$ cat src/rtl/wash_cycle_scheduler.sv
// wash_cycle_scheduler
//   Single-timer sequencer for the wash program: IDLE -> FILL -> WASH -> RINSE
//   [-> WASH -> RINSE when double_wash] -> SPIN -> DONE -> IDLE.
//   One shared prescaler produces a once-per-second tick and one seconds
//   down-counter times whichever phase is active.
//
// Optional feature: define ABORT_EN to add the abort input. An abort in FILL,
// WASH or RINSE jumps straight to SPIN.
//
// Ports
//   clk          in   system clock, rising edge
//   rst          in   synchronous reset, active-high, highest priority
//   coin_in      in   start request, honoured only in IDLE
//   double_wash  in   two wash/rinse rounds; latched with the coin
//   timer_pause  in   freezes timing, honoured only in SPIN
//   clk_freq     in   clock rate code (TPS = TICK_DIV_BASE << code); latched with the coin
//   abort        in   (ABORT_EN only) skip to SPIN from FILL/WASH/RINSE
//   phase        out  IDLE=0 FILL=1 WASH=2 RINSE=3 SPIN=4 DONE=5 (state debug view)
//   fill_en/wash_en/rinse_en/spin_en  out  per-phase actuator enables
//   round2       out  high during the second WASH and second RINSE
//   sec_left     out  seconds remaining in the current phase
//   busy         out  phase is not IDLE
//   wash_done    out  one-cycle pulse in DONE
module wash_cycle_scheduler #(
    parameter int TICK_DIV_BASE = 1000000,
    parameter int FILL_SEC      = 120,
    parameter int WASH_SEC      = 300,
    parameter int RINSE_SEC     = 120,
    parameter int SPIN_SEC      = 60,
    parameter int SEC_W         = 9,
    parameter int PRE_W         = 24
) (
    input  logic             clk,
    input  logic             rst,
    input  logic             coin_in,
    input  logic             double_wash,
    input  logic             timer_pause,
    input  logic [1:0]       clk_freq,
`ifdef ABORT_EN
    input  logic             abort,
`endif
    output logic [2:0]       phase,
    output logic             fill_en,
    output logic             wash_en,
    output logic             rinse_en,
    output logic             spin_en,
    output logic             round2,
    output logic [SEC_W-1:0] sec_left,
    output logic             busy,
    output logic             wash_done
);

    typedef enum logic [2:0] {
        S_IDLE  = 3'd0,
        S_FILL  = 3'd1,
        S_WASH  = 3'd2,
        S_RINSE = 3'd3,
        S_SPIN  = 3'd4,
        S_DONE  = 3'd5
    } phase_e;

    localparam logic [SEC_W-1:0] FILL_L  = SEC_W'(FILL_SEC);
    localparam logic [SEC_W-1:0] WASH_L  = SEC_W'(WASH_SEC);
    localparam logic [SEC_W-1:0] RINSE_L = SEC_W'(RINSE_SEC);
    localparam logic [SEC_W-1:0] SPIN_L  = SEC_W'(SPIN_SEC);

    phase_e             phase_q, phase_d;
    logic [SEC_W-1:0]   sec_q, sec_d;
    logic [PRE_W-1:0]   pre_q, pre_d;
    logic               dbl_q, dbl_d;
    logic [1:0]         freq_q, freq_d;
    logic               round2_q, round2_d;

    logic [PRE_W-1:0]   tps_m1;
    logic               tick;
    logic               counting;
    logic               abort_req;

`ifdef ABORT_EN
    assign abort_req = abort;
`else
    assign abort_req = 1'b0;
`endif

    always_comb begin
        phase_d  = phase_q;
        sec_d    = sec_q;
        pre_d    = pre_q;
        dbl_d    = dbl_q;
        freq_d   = freq_q;
        round2_d = round2_q;
        counting = 1'b0;

        // Prescaler terminal count follows the rate code latched at start.
        tps_m1 = (PRE_W'(TICK_DIV_BASE) << freq_q) - PRE_W'(1);
        tick   = (pre_q == tps_m1);

        case (phase_q)
            S_IDLE: begin
                if (coin_in) begin
                    dbl_d    = double_wash;
                    freq_d   = clk_freq;
                    phase_d  = S_FILL;
                    sec_d    = FILL_L;
                    pre_d    = '0;
                    round2_d = 1'b0;
                end
            end
            S_FILL, S_WASH, S_RINSE: begin
                if (abort_req) begin
                    phase_d  = S_SPIN;
                    sec_d    = SPIN_L;
                    pre_d    = '0;
                    round2_d = 1'b0;
                end else begin
                    counting = 1'b1;
                end
            end
            // Pause freezes both prescaler and seconds, including the final tick.
            S_SPIN: counting = !timer_pause;
            S_DONE: begin
                phase_d = S_IDLE;
                sec_d   = '0;
                pre_d   = '0;
            end
            default: begin
                phase_d = S_IDLE;
                sec_d   = '0;
                pre_d   = '0;
            end
        endcase

        if (counting) begin
            if (!tick) begin
                pre_d = pre_q + PRE_W'(1);
            end else begin
                pre_d = '0;
                if (sec_q != SEC_W'(1)) begin
                    sec_d = sec_q - SEC_W'(1);
                end else begin
                    // Last second of the phase expired: load the successor.
                    case (phase_q)
                        S_FILL: begin
                            phase_d = S_WASH;
                            sec_d   = WASH_L;
                        end
                        S_WASH: begin
                            phase_d = S_RINSE;
                            sec_d   = RINSE_L;
                        end
                        S_RINSE: begin
                            if (dbl_q && !round2_q) begin
                                phase_d  = S_WASH;
                                sec_d    = WASH_L;
                                round2_d = 1'b1;
                            end else begin
                                phase_d  = S_SPIN;
                                sec_d    = SPIN_L;
                                round2_d = 1'b0;
                            end
                        end
                        default: begin
                            phase_d = S_DONE;
                            sec_d   = '0;
                        end
                    endcase
                end
            end
        end
    end

    always_ff @(posedge clk) begin
        if (rst) begin
            phase_q  <= S_IDLE;
            sec_q    <= '0;
            pre_q    <= '0;
            dbl_q    <= 1'b0;
            freq_q   <= 2'd0;
            round2_q <= 1'b0;
        end else begin
            phase_q  <= phase_d;
            sec_q    <= sec_d;
            pre_q    <= pre_d;
            dbl_q    <= dbl_d;
            freq_q   <= freq_d;
            round2_q <= round2_d;
        end
    end

    assign phase     = phase_q;
    assign fill_en   = (phase_q == S_FILL);
    assign wash_en   = (phase_q == S_WASH);
    assign rinse_en  = (phase_q == S_RINSE);
    assign spin_en   = (phase_q == S_SPIN) && !timer_pause;
    assign round2    = round2_q;
    assign sec_left  = sec_q;
    assign busy      = (phase_q != S_IDLE);
    assign wash_done = (phase_q == S_DONE);

endmodule

$ cat config.mk
export PLATFORM = sky130hd
export DESIGN_NAME = wash_cycle_scheduler
export DESIGN_NICKNAME = d
export VERILOG_FILES = /design/src/rtl/wash_cycle_scheduler.sv
export SDC_FILE = /design/constraint.sdc
export NUM_CORES = 1
export LEC_CHECK = 0
export BUFFER_PORTS_ARGS = -buffer_cell sky130_fd_sc_hd__buf_2
export CORE_MARGIN = 4
export CORE_UTILIZATION = 50
export DETAILED_ROUTE_END_ITERATION = 8
export GPL_ROUTABILITY_DRIVEN = 0
export GPL_TIMING_DRIVEN = 0
export HOLD_SLACK_MARGIN = 0.1
export PLACE_DENSITY = 0.72
export RECOVER_POWER = 100
export SYNTH_ARGS = -nofsm -noshare
export SYNTH_HDL_FRONTEND = slang
export SYNTH_SLANG_ARGS = --single-unit
$ cat constraint.sdc
create_clock -name clk -period 2.2 [get_ports clk]
set_input_delay 0.22 -clock clk [delete_from_list [all_inputs] [get_ports clk]]
set_output_delay 0.22 -clock clk [all_outputs]
set_load 0.02 [all_outputs]
==> results.md <==
* Peak Freq at about 0.43 GHz
* Dpl ws at -0.5347 ns
* Die Wd at 81.25 um
* Fraction of registers with async set/reset at 0%
* Final worst-path cycle share at 104.8%
* Startpoint Class: flip-flop
* Top post-synthesis cells by area: dfxtp_1 30%, mux2i_1 5.2%, nand2_1 4.9%, ha_1 4.7%, nand4_1 4.4%
* Synthesis-to-finish area growth at 25.09%
* Critical Path RT at 2.40 ns
* Syn Inst Count at 348
* Net Count, Synth at between 300 and 400
* Largest stage delay on the critical path at around 0.48 ns
* Final Worst Setup Slack at -0.1060 ns
* Hpwl dp at 5.290 mm
* Top Ports at 26
* Seq. cell area at 808.3 um2
* Final Power at about 1.5 mW
* Post-synthesis sequential element count at 40
* Die H at a little over 80 um
* Worst-Margin Slew at approximately 0.63 ns
* Number of enable flip-flop cells after synthesis at 0
* Critical Path Fanout Max at 4
* WL/cell at roughly 17 um
* Area occupied by multi-input gates at 1986 um2
* Port Buffer Count at 25
* Clk buf depth at 2
* Clock transition at path regs at 0.09 ns
* Relative slew slack at between 50% and 60%
* Row cnt at 26
* Outcome: complete, but fails checks
* First-pass GRT wire length at 12.50 mm
* DR vias/cell at slightly above 6
* All-layer global routing usage at approximately a quarter
* Crit path capture type: flip-flop
* Finish-stage setup viols at 23
* Initial Util at between 50% and 60%
* Top-area cell type share of the netlist area at between 20 and 30%
* Routed via count at ~2.8k
* Library cells used by synthesis at between 40 and 50
* Max-slew violations at 0
* Ant. Diodes at 0
* Gr ovfl total at 0
* Share of post-route cells with drive strength above 1 at about 20%
* Setup Skew at about 0.014 ns
* CP arrival at between 2 and 3 ns
* Die ar. at 6601 um2
* Synth Flop Type: dfxtp_1
* Max-cap violations at 0
* CTS root buf: clkbuf_8
* CTS tree: yes
* CTS Hold Bufs at 0
* Fill count at 485
* Worst vdd rail ir drop at 0.0003272 V
* Number of detailed-routing iterations run before antenna repair at 6
* Largest area contributor in the netlist: dfxtp_1
* Final Hold Fails at 0
* PwrDens at 448.5 nW/um2
* RSZ-0062 raised after global routing: true
* H-tree depth at 2
* Crit Path Class: flip-flop to flip-flop
* CP max stage cell: or4b_4
* # DRC at 0
* Vias in the first global route at approximately 2.6k
* Pin count of the biggest net entering global routing at 14
* Final wirelength at about 7.7 mm
* Utilization after layout at 65.29%
* Worst hold path class: input port to flip-flop
* Total core area at around 5000 um2
* Leak pwr at 1.215 nW
* Post-Syn Area at 2683 um2
* Nets at between 400 and 500
* Mapped Avg Cell Area at between 7 and 8 um2
* Num CTS Buffers at 5
* Sinks on Clock Net at 40
* Yosys warning count at 0
* Initial antenna violation count at 0
* Post-layout minimum cycle time at 2.306 ns
* Failing checks: setup timing
* Critical path, cell by cell: buf_4 -> ha_4 -> xor2_2 -> or4b_4 -> and4b_2 -> nand4_1 -> mux2_4
* Initial drt markers at between 200 and 250
* Part of the Yosys area used for sequential elements at 29.85%
* Remaining antenna violation count at 0
* Worst-Skew Late Latency at approximately 0.30 ns
## layout by cell type, fill, tap and decap left out, types with 6 or more instances in the layout
cell and count:
a21oi_1 16, a31oi_1 9, and3_1 7, buf_2 8
buf_4 10, buf_6 6, clkbuf_1 28, dfxtp_1 38
inv_1 15, mux2i_1 14, nand2_1 34, nand3_1 20
nand4_1 19, nor2_1 23, nor3_1 10, o21ai_0 9
o21ai_1 8, or3_1 6, xor2_1 7
## kinds of logic (layout without fill, tap and decap cells)
kind of cell,Yosys count,count (layout),synth area share [%]
compound gates,69,69,16.70
xor+xnor,11,11,3.592
buf+inv,35,80,5.177
mux,17,17,6.483
simple gates,166,166,33.54
flops,40,40,29.85
fa+ha+maj,10,10,4.664
## stage by stage
stage	setup TNS (ns)	std cells	area (um2)	hold slack (ns)
floorplan	-0.01789	348	2715	0.3456
global placement	-8.482	443	2928	0.4533
detailed placement	-9.545	443	2928	0.4576
CTS	-0.4974	461	3266	0.1448
global route	-3.641	463	3356	0.1488
finish	-0.9927	463	3356	0.1450
## routing by layer
layer  track usage [%]  vias to the layer above  wire [um]
li1                  -                     1374          -
met1             34.89                     1324       3659
met2             37.19                       87       3554
met3             3.880                       19        405
met4             5.068                        0        116
met5                 0                        -          0
## power by group
group          total (mW)  internal [mW]  switching (mW)
Clock               0.494          0.221           0.273
Sequential          0.761          0.736          0.0245
Combinational       0.250         0.0971           0.153
## worst max-delay path, delay by kind of cell, from the launching register on
kind | cells | cell delay, ns
XOR/XNOR | 1 | 0.17
adder cells (fa/ha/maj) | 1 | 0.15
buffers and inverters | 1 | 0.14
flip-flops | 1 | 0.41
multiplexers | 1 | 0.34
AND/OR/NAND/NOR | 3 | 1.00
## sequential cells by signal, summed over array words and instances (netlist names)
name      flops
phase         3
round2        1
freq_q        2
sec_left      9
dbl_q         1
pre_q        24
## cell type report
cell class,instances,share of cell area (%)
multi-input combinational,273,59.17
timing repair buffer,38,6.898
clock buffer,5,2.051
inverter,17,2.051
buffer,17,2.573
tap,70,2.610
sequential,40,24.09
clock inverter,3,0.5593
## final timing paths
check	cells past startpoint	start	to	slack, ns
worst min register to register	2	dbl_q	dbl_q	0.48
worst max register to register	7	freq_q[0]	round2	-0.11
worst max-delay path	7	freq_q[0]	round2	-0.11
worst min-delay path	3	clk_freq[1]	freq_q[1]	0.14
## synthesized netlist by cell type (8+ instances only)
master	instances
nand3_1	21
a31oi_1	13
and3_1	8
inv_1	17
mux2i_1	14
nor2_1	24
nand4_1	19
a21oi_1	17
o21ai_0	17
nand2_1	35
nor3_1	11
ha_1	10
clkbuf_1	17
dfxtp_1	40
xor2_1	8
## timing repair
action	4_1_cts	5_1_grt
gates resized for setup	34	35
pin swaps	13	6
endpoints found under the setup margin	29	36
setup buffers	10	3
Power figures use the tool's default switching activity.
